<file path="config.mk">
export PLATFORM = sky130hd
export DESIGN_NAME = sisc_fetch
export DESIGN_NICKNAME = d
export VERILOG_FILES = /design/src/rtl/sisc_pkg.sv /design/src/rtl/sisc_fetch_buf.sv /design/src/rtl/sisc_fetch.sv
export SDC_FILE = /design/constraint.sdc
export NUM_CORES = 1
export LEC_CHECK = 0
export ABC_CLOCK_PERIOD_IN_PS = 1800
export CAP_MARGIN = 20
export CORE_MARGIN = 4
export CORE_UTILIZATION = 49
export CTS_BUF_LIST = sky130_fd_sc_hd__clkbuf_4 sky130_fd_sc_hd__clkbuf_8
export CTS_CLUSTER_SIZE = 16
export DETAILED_ROUTE_END_ITERATION = 10
export GPL_ROUTABILITY_DRIVEN = 1
export HOLD_SLACK_MARGIN = 0.1
export PLACE_DENSITY = 0.89
export SYNTH_ARGS = -nofsm -noshare
export SYNTH_HDL_FRONTEND = slang
export SYNTH_SLANG_ARGS = --single-unit
</file>
<file path="constraint.sdc">
create_clock -name clk -period 1.8 [get_ports clk]
set_input_delay 0.36 -clock clk [delete_from_list [all_inputs] [get_ports clk]]
set_output_delay 0.36 -clock clk [all_outputs]
set_load 0.005 [all_outputs]
</file>
<file path="src/rtl/sisc_pkg.sv">
// -----------------------------------------------------------------------------
// sisc_pkg
// Definitions shared by the SISC fetch unit and the SISC control unit:
//   - fetch_state_e : fetch unit states (IDLE, FETCH, FULL, SQUASH)
//   - SISC_ADDR_W / SISC_RESET_PC : default instruction address width and
//     the first fetch address after reset
//   - instruction field positions (opcode [31:28], mm [27:24]) plus small
//     helpers that extract them from an instruction word
// -----------------------------------------------------------------------------
package sisc_pkg;

    typedef enum logic [1:0] {
        IDLE   = 2'd0,
        FETCH  = 2'd1,
        FULL   = 2'd2,
        SQUASH = 2'd3
    } fetch_state_e;

    localparam int unsigned SISC_ADDR_W   = 16;
    localparam int unsigned SISC_RESET_PC = 0;

    localparam int unsigned OPCODE_MSB = 31;
    localparam int unsigned OPCODE_LSB = 28;
    localparam int unsigned MM_MSB     = 27;
    localparam int unsigned MM_LSB     = 24;

    function automatic logic [3:0] opcode_of(input logic [31:0] word);
        return word[OPCODE_MSB:OPCODE_LSB];
    endfunction

    function automatic logic [3:0] mm_of(input logic [31:0] word);
        return word[MM_MSB:MM_LSB];
    endfunction

endpackage

</file>
<file path="src/rtl/sisc_fetch_buf.sv">
// -----------------------------------------------------------------------------
// sisc_fetch_buf
// One-entry prefetch buffer for sisc_fetch. Parks a word fetched ahead of the
// core together with the address it came from. Only instantiated when the
// fetch unit is built with SISC_FETCH_PREFETCH_EN.
//
// Ports:
//   clk, rst_f        clock, synchronous active-high reset
//   load              capture load_data/load_addr (only used while empty)
//   load_data         fetched instruction word
//   load_addr         word address of load_data
//   pop               entry handed to the core this edge
//   flush             redirect: discard the entry (wins over load)
//   valid             entry is live
//   data, addr        parked word and its address
// -----------------------------------------------------------------------------
module sisc_fetch_buf
    import sisc_pkg::*;
#(
    parameter int unsigned ADDR_W = SISC_ADDR_W
) (
    input  logic              clk,
    input  logic              rst_f,
    input  logic              load,
    input  logic [31:0]       load_data,
    input  logic [ADDR_W-1:0] load_addr,
    input  logic              pop,
    input  logic              flush,
    output logic              valid,
    output logic [31:0]       data,
    output logic [ADDR_W-1:0] addr
);

    always_ff @(posedge clk) begin
        if (rst_f || flush || pop) begin
            valid <= 1'b0;
        end else if (load) begin
            valid <= 1'b1;
        end
    end

    // NOTE: the payload needs no reset; nothing reads it unless valid is set,
    // so only the valid bit is cleared.
    always_ff @(posedge clk) begin
        if (load && !flush) begin
            data <= load_data;
            addr <= load_addr;
        end
    end

endmodule

</file>
<file path="src/rtl/sisc_fetch.sv">
// -----------------------------------------------------------------------------
// sisc_fetch
// Instruction fetch unit for the SISC core. Holds the fetch address, reads
// instruction memory over a req/ack handshake, presents each word to the core
// on ir/ir_valid/ir_ready and accepts taken-branch redirects (pc_write).
//
// Build option: SISC_FETCH_PREFETCH_EN adds a one-entry prefetch buffer
// (sisc_fetch_buf) so the next word is fetched while the core holds ir,
// giving one instruction per cycle with zero-wait memory. Without it no
// request is issued while an instruction is waiting in ir.
//
// Ports:
//   clk, rst_f        clock, synchronous active-high reset
//   imem_req          read request, held with a stable imem_addr until ack
//   imem_addr         word address being read (the fetch address)
//   imem_ack          read complete; imem_rdata valid this cycle
//   imem_rdata        instruction word from memory
//   ir, ir_valid      instruction to the core and its valid flag
//   ir_ready          core consumes ir at this edge when ir_valid is high
//   pc                address of the instruction in ir
//   pc_write          redirect request; wins over every event except IDLE
//   pc_target         redirect address
// -----------------------------------------------------------------------------
module sisc_fetch
    import sisc_pkg::*;
#(
    parameter int unsigned       ADDR_W   = SISC_ADDR_W,
    parameter logic [ADDR_W-1:0] RESET_PC = ADDR_W'(SISC_RESET_PC)
) (
    input  logic              clk,
    input  logic              rst_f,
    output logic              imem_req,
    output logic [ADDR_W-1:0] imem_addr,
    input  logic              imem_ack,
    input  logic [31:0]       imem_rdata,
    output logic [31:0]       ir,
    output logic              ir_valid,
    input  logic              ir_ready,
    output logic [ADDR_W-1:0] pc,
    input  logic              pc_write,
    input  logic [ADDR_W-1:0] pc_target
);

    fetch_state_e      state, state_next;
    logic [ADDR_W-1:0] addr_next;
    logic [ADDR_W-1:0] addr_inc;
    logic [31:0]       ir_next;
    logic              ir_valid_next;
    logic [ADDR_W-1:0] pc_next;
    // Redirect target remembered while a squashed request drains.
    logic [ADDR_W-1:0] target, target_next;

    assign addr_inc = imem_addr + ADDR_W'(1);

`ifdef SISC_FETCH_PREFETCH_EN
    logic              buf_load;
    logic              buf_pop;
    logic              buf_flush;
    logic              buf_valid;
    logic [31:0]       buf_data;
    logic [ADDR_W-1:0] buf_addr;

    sisc_fetch_buf #(
        .ADDR_W (ADDR_W)
    ) u_buf (
        .clk       (clk),
        .rst_f     (rst_f),
        .load      (buf_load),
        .load_data (imem_rdata),
        .load_addr (imem_addr),
        .pop       (buf_pop),
        .flush     (buf_flush),
        .valid     (buf_valid),
        .data      (buf_data),
        .addr      (buf_addr)
    );
`endif

    // NOTE: state registers take non-blocking assignments so every flop
    // samples the pre-edge values, independent of statement order.
    always_ff @(posedge clk) begin
        if (rst_f) begin
            state     <= IDLE;
            imem_addr <= RESET_PC;
            ir        <= '0;
            ir_valid  <= 1'b0;
            pc        <= RESET_PC;
            target    <= RESET_PC;
        end else begin
            state     <= state_next;
            imem_addr <= addr_next;
            ir        <= ir_next;
            ir_valid  <= ir_valid_next;
            pc        <= pc_next;
            target    <= target_next;
        end
    end

    // NOTE: every signal written here gets a hold/idle default first, so no
    // path through the case leaves one unassigned and no latch is inferred.
    always_comb begin
        state_next    = state;
        addr_next     = imem_addr;
        ir_next       = ir;
        ir_valid_next = ir_valid;
        pc_next       = pc;
        target_next   = target;
        imem_req      = 1'b0;
`ifdef SISC_FETCH_PREFETCH_EN
        buf_load      = 1'b0;
        buf_pop       = 1'b0;
        buf_flush     = 1'b0;
`endif

        case (state)
            IDLE: begin
                // pc_write is deliberately ignored for this single cycle.
                state_next = FETCH;
                addr_next  = RESET_PC;
            end

            FETCH: begin
                imem_req = 1'b1;
                if (pc_write) begin
                    if (imem_ack) begin
                        // Data of the old address is dropped; new request
                        // starts next cycle.
                        addr_next = pc_target;
                    end else begin
                        // Request must finish at its original address.
                        target_next = pc_target;
                        state_next  = SQUASH;
                    end
                end else if (imem_ack) begin
                    ir_next       = imem_rdata;
                    pc_next       = imem_addr;
                    ir_valid_next = 1'b1;
                    addr_next     = addr_inc;
                    state_next    = FULL;
                end
            end

            SQUASH: begin
                imem_req = 1'b1;
                if (pc_write) begin
                    target_next = pc_target;
                end
                if (imem_ack) begin
                    addr_next  = pc_write ? pc_target : target;
                    state_next = FETCH;
                end
            end

            FULL: begin
`ifdef SISC_FETCH_PREFETCH_EN
                // Fetch ahead whenever the buffer has room.
                imem_req = !buf_valid;
                if (pc_write) begin
                    ir_valid_next = 1'b0;
                    buf_flush     = 1'b1;
                    if (!buf_valid && !imem_ack) begin
                        // Prefetch in flight: let it drain, then redirect.
                        target_next = pc_target;
                        state_next  = SQUASH;
                    end else begin
                        addr_next  = pc_target;
                        state_next = FETCH;
                    end
                end else if (ir_ready) begin
                    if (buf_valid) begin
                        ir_next = buf_data;
                        pc_next = buf_addr;
                        buf_pop = 1'b1;
                    end else if (imem_ack) begin
                        // Word arrives as the core consumes: bypass the buffer.
                        ir_next   = imem_rdata;
                        pc_next   = imem_addr;
                        addr_next = addr_inc;
                    end else begin
                        // Nothing to hand over; keep the request going in FETCH.
                        ir_valid_next = 1'b0;
                        state_next    = FETCH;
                    end
                end else if (!buf_valid && imem_ack) begin
                    buf_load  = 1'b1;
                    addr_next = addr_inc;
                end
`else
                if (pc_write) begin
                    ir_valid_next = 1'b0;
                    addr_next     = pc_target;
                    state_next    = FETCH;
                end else if (ir_ready) begin
                    ir_valid_next = 1'b0;
                    state_next    = FETCH;
                end
`endif
            end

            default: begin
                state_next = IDLE;
            end
        endcase
    end

endmodule
</file>
==> impl_metrics.ini, run 1 <==
[outcome]
status = finished, final reports clean

[floorplan]
die_w_microns = 97.6
dieArea_sq_um = 9520
start_util_pct = 50.6
die_h_microns = 97.6
core_sq_um = 7770
row_count = 32
num_io_pins = 119

[power_and_ir_drop]
switching_share_pct = 25.3
p_sw_mw = 0.997
power.leakage_nw = 2.02
peakVddDrop_mv = 0.394
intPower_mw = 2.94
clkPwrFrac_pct = 35.5
combPwrFrac_pct = 15.7
sequentialPowerShare_pct = 48.8
powerDensity_nw_per_um2 = 701
p_total_mw = 3.94

[finish]
num_antenna_cells = 0
multi_input_area_sq_um = 1950
instances_no_fill = 727
drive_gt1_share_pct = 15.4
fin_area_sq_um = 5620
fin_util_pct = 72.4
fillers = 574
regArea_sq_um = 1670
fin_nets = 674
area_growth_pct = 43.0

[sta]
final_hold_viol_count = 0
setup_viol = 0
relSlewSlack_pct = 72.1
fin_tns_setup_ps = 0
slew_violations = 0
worst_slew_pin_slew_ps = 415
skew_ps = 7.88
period_needed_ps = 1800
worst_slack_ps = 3.40
max_freq_mhz = 557
fin_hold_ws_ps = 457
finalCritPeriodShare_pct = 99.8

[place]
post-dp-hpwl_microns = 8480
portBuffers = 118
gp_congestion = 0.891
placed_area_sq_um = 5370
dpl.cell_count = 710
place_ws_ps = -360

[clocking]
insertion_delay_ps = 360
cts_tree = done
cts-htree-levels = 3
cts_root_buffer = clkbuf_8
cts_buffer_depth = 2
cts_made_buffers = 9
clk_pin_slew_ps = 80
ctsHoldBuffers = 0
cts.sinks = 83

[drt]
antenna_left = 0
totalWireLength_microns = 11700
viasPerCell = 5.61
drc = 0
firstDrtPassIters = 5
num_vias = 4081
wl_per_cell_microns = 16.1
drt_iter0_markers = 407

[logic_synthesis]
yosysSeqAreaShare_pct = 42.3
synth_flop_cell = dfxtp_1
synth-edff-count = 0
synthCells = 480
ys_async_sr_fraction_pct = 0
synth_area_sq_um = 3930
synth_fp_nets = 534
avgSynthCellArea_sq_um = 8.19
ys_warn_count = 0
ys_seq_elements = 83
synth.distinct_cells = 65

[critical_path]
crit_family = buffers and inverters
worst-r2r-cell-count = 5
worstPathCellList = clkdlybuf4s50_1 -> buf_4 -> buf_4 -> or3b_1 -> nor4_2 -> a221o_1 -> a32o_1
worstPathRequired_ps = 2100
critPathMostFrequentCell = buf_4
crit_end = imem_addr[6]$_SDFFE_PP0P_
crit_fanout = 9
endpoint_kind = register
slowest_stage = or3b_1
cp-startpoint = pc_write
r2r-end = imem_addr[15]$_SDFFE_PP0P_
cp.depth = 7
path_buf_inv = 3
cp_data_arrival_time_ps = 2100
r2r_slack_ps = 70
r2r-start = imem_addr[1]$_SDFFE_PP0P_
crit_type = input pin to register
slowest_delay_ps = 430
startpoint_type = input pin

[global_routing]
grt_pass1_vias = 3900
grt_start_max_net_pins = 49
grt_use_total_pct = 23.9
grt_pass1_wl_microns = 19000
overflow = 0
antenna_found_initial = 0

[flow_run]
cap_viol_max_count = 0

[min_path]
hold_class = register to register
[worst min path at each step]
stage                              startpoint                  end  cells after the start
after floorplan            ir[0]$_SDFFE_PP0P_   ir[0]$_SDFFE_PP0P_                      2
after global placement    ir[30]$_SDFFE_PP0P_  ir[30]$_SDFFE_PP0P_                      2
after detailed placement  ir[14]$_SDFFE_PP0P_  ir[14]$_SDFFE_PP0P_                      2
after CTS                 pc[11]$_SDFFE_PP0P_  pc[11]$_SDFFE_PP0P_                      2
after global routing       pc[8]$_SDFFE_PP0P_   pc[8]$_SDFFE_PP0P_                      2
final                      pc[5]$_SDFFE_PP0P_   pc[5]$_SDFFE_PP0P_                      2
[worst register-to-register path, delay by kind of cell, from the launching register on]
kind	cells	cell delay, ps
compound gates	2	340
buf+inv	1	140
flops	1	370
simple gates	2	780
[state kept, by name, indices dropped and copies added, names as in the netlist]
register	flops
ir_valid	1
pc	16
state	2
ir	32
imem_addr	16
target	16
[repair_timing]
action / CTS / global route
resized for setup: 7 / 8
setup buffers: 0 / 1
endpoints found under the setup margin: 6 / 27
[cell usage after synthesis, drive strengths merged (5+ instances only)]
cell      n  area (sq um)
o21ai    14          70.1
nand3     8          40.0
buf      22           181
clkbuf   20           100
nand2b    5          31.3
a221oi    5          43.8
inv      15          56.3
nand2   115           432
mux2i    16           160
nor2     19          71.3
nor4      7          43.8
a21oi    68           340
dfxtp    83          1660
a22o      6          52.6
[cell type report]
class,instances,area share [%]
clock inverters,5,1.07
repair buffers,171,28.4
multi-input cells,340,34.7
flip-flops and latches,83,29.8
clock buffers,11,2.69
well taps,102,2.27
inverters,15,1.00
[routing by layer]
metal	global-route usage, %	wire [microns]	vias to the layer above	share of wire, %
li1	-	-	1944	-
met1	30.0	4790	1878	41
met2	40.6	5670	215	48
met3	3.45	888	44	7.6
met4	10.2	363	0	3.1
met5	0	0	-	0
[power groups by stage]
stage	clock [mW]	sequential (mW)	combinational, mW
final	1.40	1.92	0.617
after global routing	1.51	1.93	0.665
after CTS	1.42	1.92	0.601
after detailed placement	0	1.97	0.594
after global placement	0	1.96	0.576
after floorplan	0	1.96	0.292
[cells in the final DEF, fill, tap and decap left out, types with 7 or more instances in the layout]
cell / synthesis / layout
buf_4: 2 / 51
nand2_1: 115 / 114
inv_1: 15 / 15
a21oi_1: 68 / 67
nor2_1: 19 / 19
clkdlybuf4s50_1: 0 / 117
o21ai_0: 13 / 12
clkbuf_8: 2 / 11
dfxtp_1: 83 / 75
dfxtp_2: 0 / 7
mux2i_1: 16 / 16
nand3_1: 8 / 8
[logic make-up after synthesis]
family,Yosys count,share of synthesized area (%)
AO/OA/AOI/OAI,130,20.9
flip-flops,83,42.3
multiplexers,20,5.22
buffers and inverters,57,8.60
AND/OR/NAND/NOR,187,22.3
adder cells (fa/ha/maj),1,0.318
XOR/XNOR,2,0.446
Note: power is estimated with default switching activity, not from simulation.
==> run 2, diff against run 1 <==
--- a/config.mk
+++ b/config.mk
@@ -6,7 +6,7 @@
 export NUM_CORES = 1
 export LEC_CHECK = 0
 export ABC_CLOCK_PERIOD_IN_PS = 1800
-export CAP_MARGIN = 20
+export CAP_MARGIN = 10
 export CORE_MARGIN = 4
 export CORE_UTILIZATION = 49
 export CTS_BUF_LIST = sky130_fd_sc_hd__clkbuf_4 sky130_fd_sc_hd__clkbuf_8
@@ -15,6 +15,7 @@
 export GPL_ROUTABILITY_DRIVEN = 1
 export HOLD_SLACK_MARGIN = 0.1
 export PLACE_DENSITY = 0.89
+export RECOVER_POWER = 100
 export SYNTH_ARGS = -nofsm -noshare
 export SYNTH_HDL_FRONTEND = slang
 export SYNTH_SLANG_ARGS = --single-unit
==> run 2 against run 1 <==
- sequential cell count unchanged
- global-route usage unchanged
- fmax up 0.19%
- clock-buffer cell count stayed put
- non-clock buffer count stayed put
- clock power about the same
- via count rose by 0.20%
- routed wire length down 0.20%
- sequential power is essentially flat
- register-to-register slack got worse by 20 ps
==> impl_metrics.ini, run 2 (same netlist as run 1, synthesis figures left out) <==
[outcome]
status = finished, final reports clean

[finish]
fin_nets = 674
final_cell_mix = 114 x nand2_1, 75 x dfxtp_1, 67 x a21oi_1
num_antenna_cells = 0
drive_gt1_share_pct = 15.2
largest_reg_flops = 32
final_common_cell = nand2_1
fillers = 584
area_growth_pct = 42.2
top_register = ir
multi_input_area_sq_um = 1950
regArea_sq_um = 1670

[clocking]
cts-htree-levels = 3
clk_pin_slew_ps = 80
cts_root_buffer = clkbuf_8
cts_tree = done
insertion_delay_ps = 360
cts_buffer_depth = 2
ctsHoldBuffers = 0
cts_made_buffers = 9
cts.sinks = 83

[place]
gp_congestion = 0.891
portBuffers = 118
place_ws_ps = -360
post-dp-hpwl_microns = 8480

[power_and_ir_drop]
clkPwrFrac_pct = 35.7
p_sw_mw = 0.994
peakVddDrop_mv = 0.391
switching_share_pct = 25.4
powerDensity_nw_per_um2 = 701
power.leakage_nw = 2.18
combPwrFrac_pct = 15.3
sequentialPowerShare_pct = 49.0
p_total_mw = 3.92
intPower_mw = 2.92

[floorplan]
core_sq_um = 7770
die_h_microns = 97.6
row_count = 32
dieArea_sq_um = 9520
num_io_pins = 119
start_util_pct = 50.6
die_w_microns = 97.6

[global_routing]
antenna_found_initial = 0
overflow = 0
grt_pass1_wl_microns = 19000
grt_use_total_pct = 23.9
grt_pass1_vias = 3900
grt_start_max_net_pins = 49

[drt]
antenna_left = 0
drc = 0
drt_iter0_markers = 382
num_vias = 4089
wl_per_cell_microns = 16.1
totalWireLength_microns = 11700
viasPerCell = 5.62
firstDrtPassIters = 5

[sta]
worst_slew_pin_slew_ps = 414
max_freq_mhz = 558
worst_slack_ps = 6.83
relSlewSlack_pct = 72.2
setup_viol = 0
skew_ps = 7.90
final_hold_viol_count = 0
finalCritPeriodShare_pct = 99.6
slew_violations = 0
period_needed_ps = 1790

[critical_path]
startpoint_type = input pin
endpoint_kind = register
crit_type = input pin to register
cp_data_arrival_time_ps = 2080
worstPathRequired_ps = 2090
crit_fanout = 9

[min_path]
hold_class = register to register

[flow_run]
cap_viol_max_count = 0
## run 2: cell count changes in the layout (fill, tap and decap cells not counted), sizes merged
| cell | before | now |
|---|---|---|
| clkbuf | 11 | 18 |
| dlygate4sd3 | 0 | 51 |
| clkdlybuf4s50 | 117 | 66 |
| buf | 54 | 47 |
## run 2: stage by stage
| step | hold slack (ps) | util (%) | setup TNS [ps] | cells | area (sq um) |
|---|---|---|---|---|---|
| final | 455 | 72.0 | 0 | 727 | 5590 |
| after global routing | 475 | 72.0 | -33.4 | 727 | 5590 |
| after CTS | 458 | 72.0 | 0 | 726 | 5590 |
| after detailed placement | 446 | 69.2 | -16730 | 710 | 5370 |
| after global placement | 441 | 69.2 | -14510 | 710 | 5370 |
| after floorplan | 453 | - | 0 | 480 | 3930 |
## run 2: layout make-up
type / count / share of cell area [%]
multi-input combinational: 340 / 34.9
sequential: 83 / 29.9
timing repair buffer: 171 / 28.0
clock buffer: 11 / 2.71
tap: 102 / 2.28
clock inverter: 5 / 1.07
inverter: 15 / 1.01
## run 2: critical path: stages
cell             delay [ps]
clkdlybuf4s50_1         400
buf_4                   160
buf_4                   140
or3b_1                  440
nor4b_1                 320
a221oi_1                100
o21ai_0                 150
## run 2: power by group through the flow
stage	sequential, mW	combinational [mW]	clock [mW]
after floorplan	1.96	0.292	0
after global placement	1.96	0.576	0
after detailed placement	1.97	0.594	0
after CTS	1.92	0.601	1.42
after global routing	1.93	0.647	1.51
final	1.92	0.598	1.40
## run 2: worst paths after layout
check	start	to	slack [ps]	depth (start not counted)
setup / recovery	pc_write	imem_addr[5]$_SDFFE_PP0P_	7	7
setup reg to reg	imem_addr[1]$_SDFFE_PP0P_	imem_addr[15]$_SDFFE_PP0P_	50	5
hold / removal	pc[5]$_SDFFE_PP0P_	pc[5]$_SDFFE_PP0P_	450	2
hold reg to reg	pc[5]$_SDFFE_PP0P_	pc[5]$_SDFFE_PP0P_	450	2
## run 2: metal layers
layer / track usage, % / up-vias / routed length (microns)
met4: 10.2 / 0 / 374
met1: 30.0 / 1903 / 4810
li1: - / 1943 / -
met5: 0 / - / 0
met3: 3.45 / 45 / 850
met2: 40.6 / 198 / 5650
## run 2: repair_timing
action                     in CTS  in global routing
setup buffers                   0                  1
resized for setup               7                  8
setup endpoints to repair       6                 27
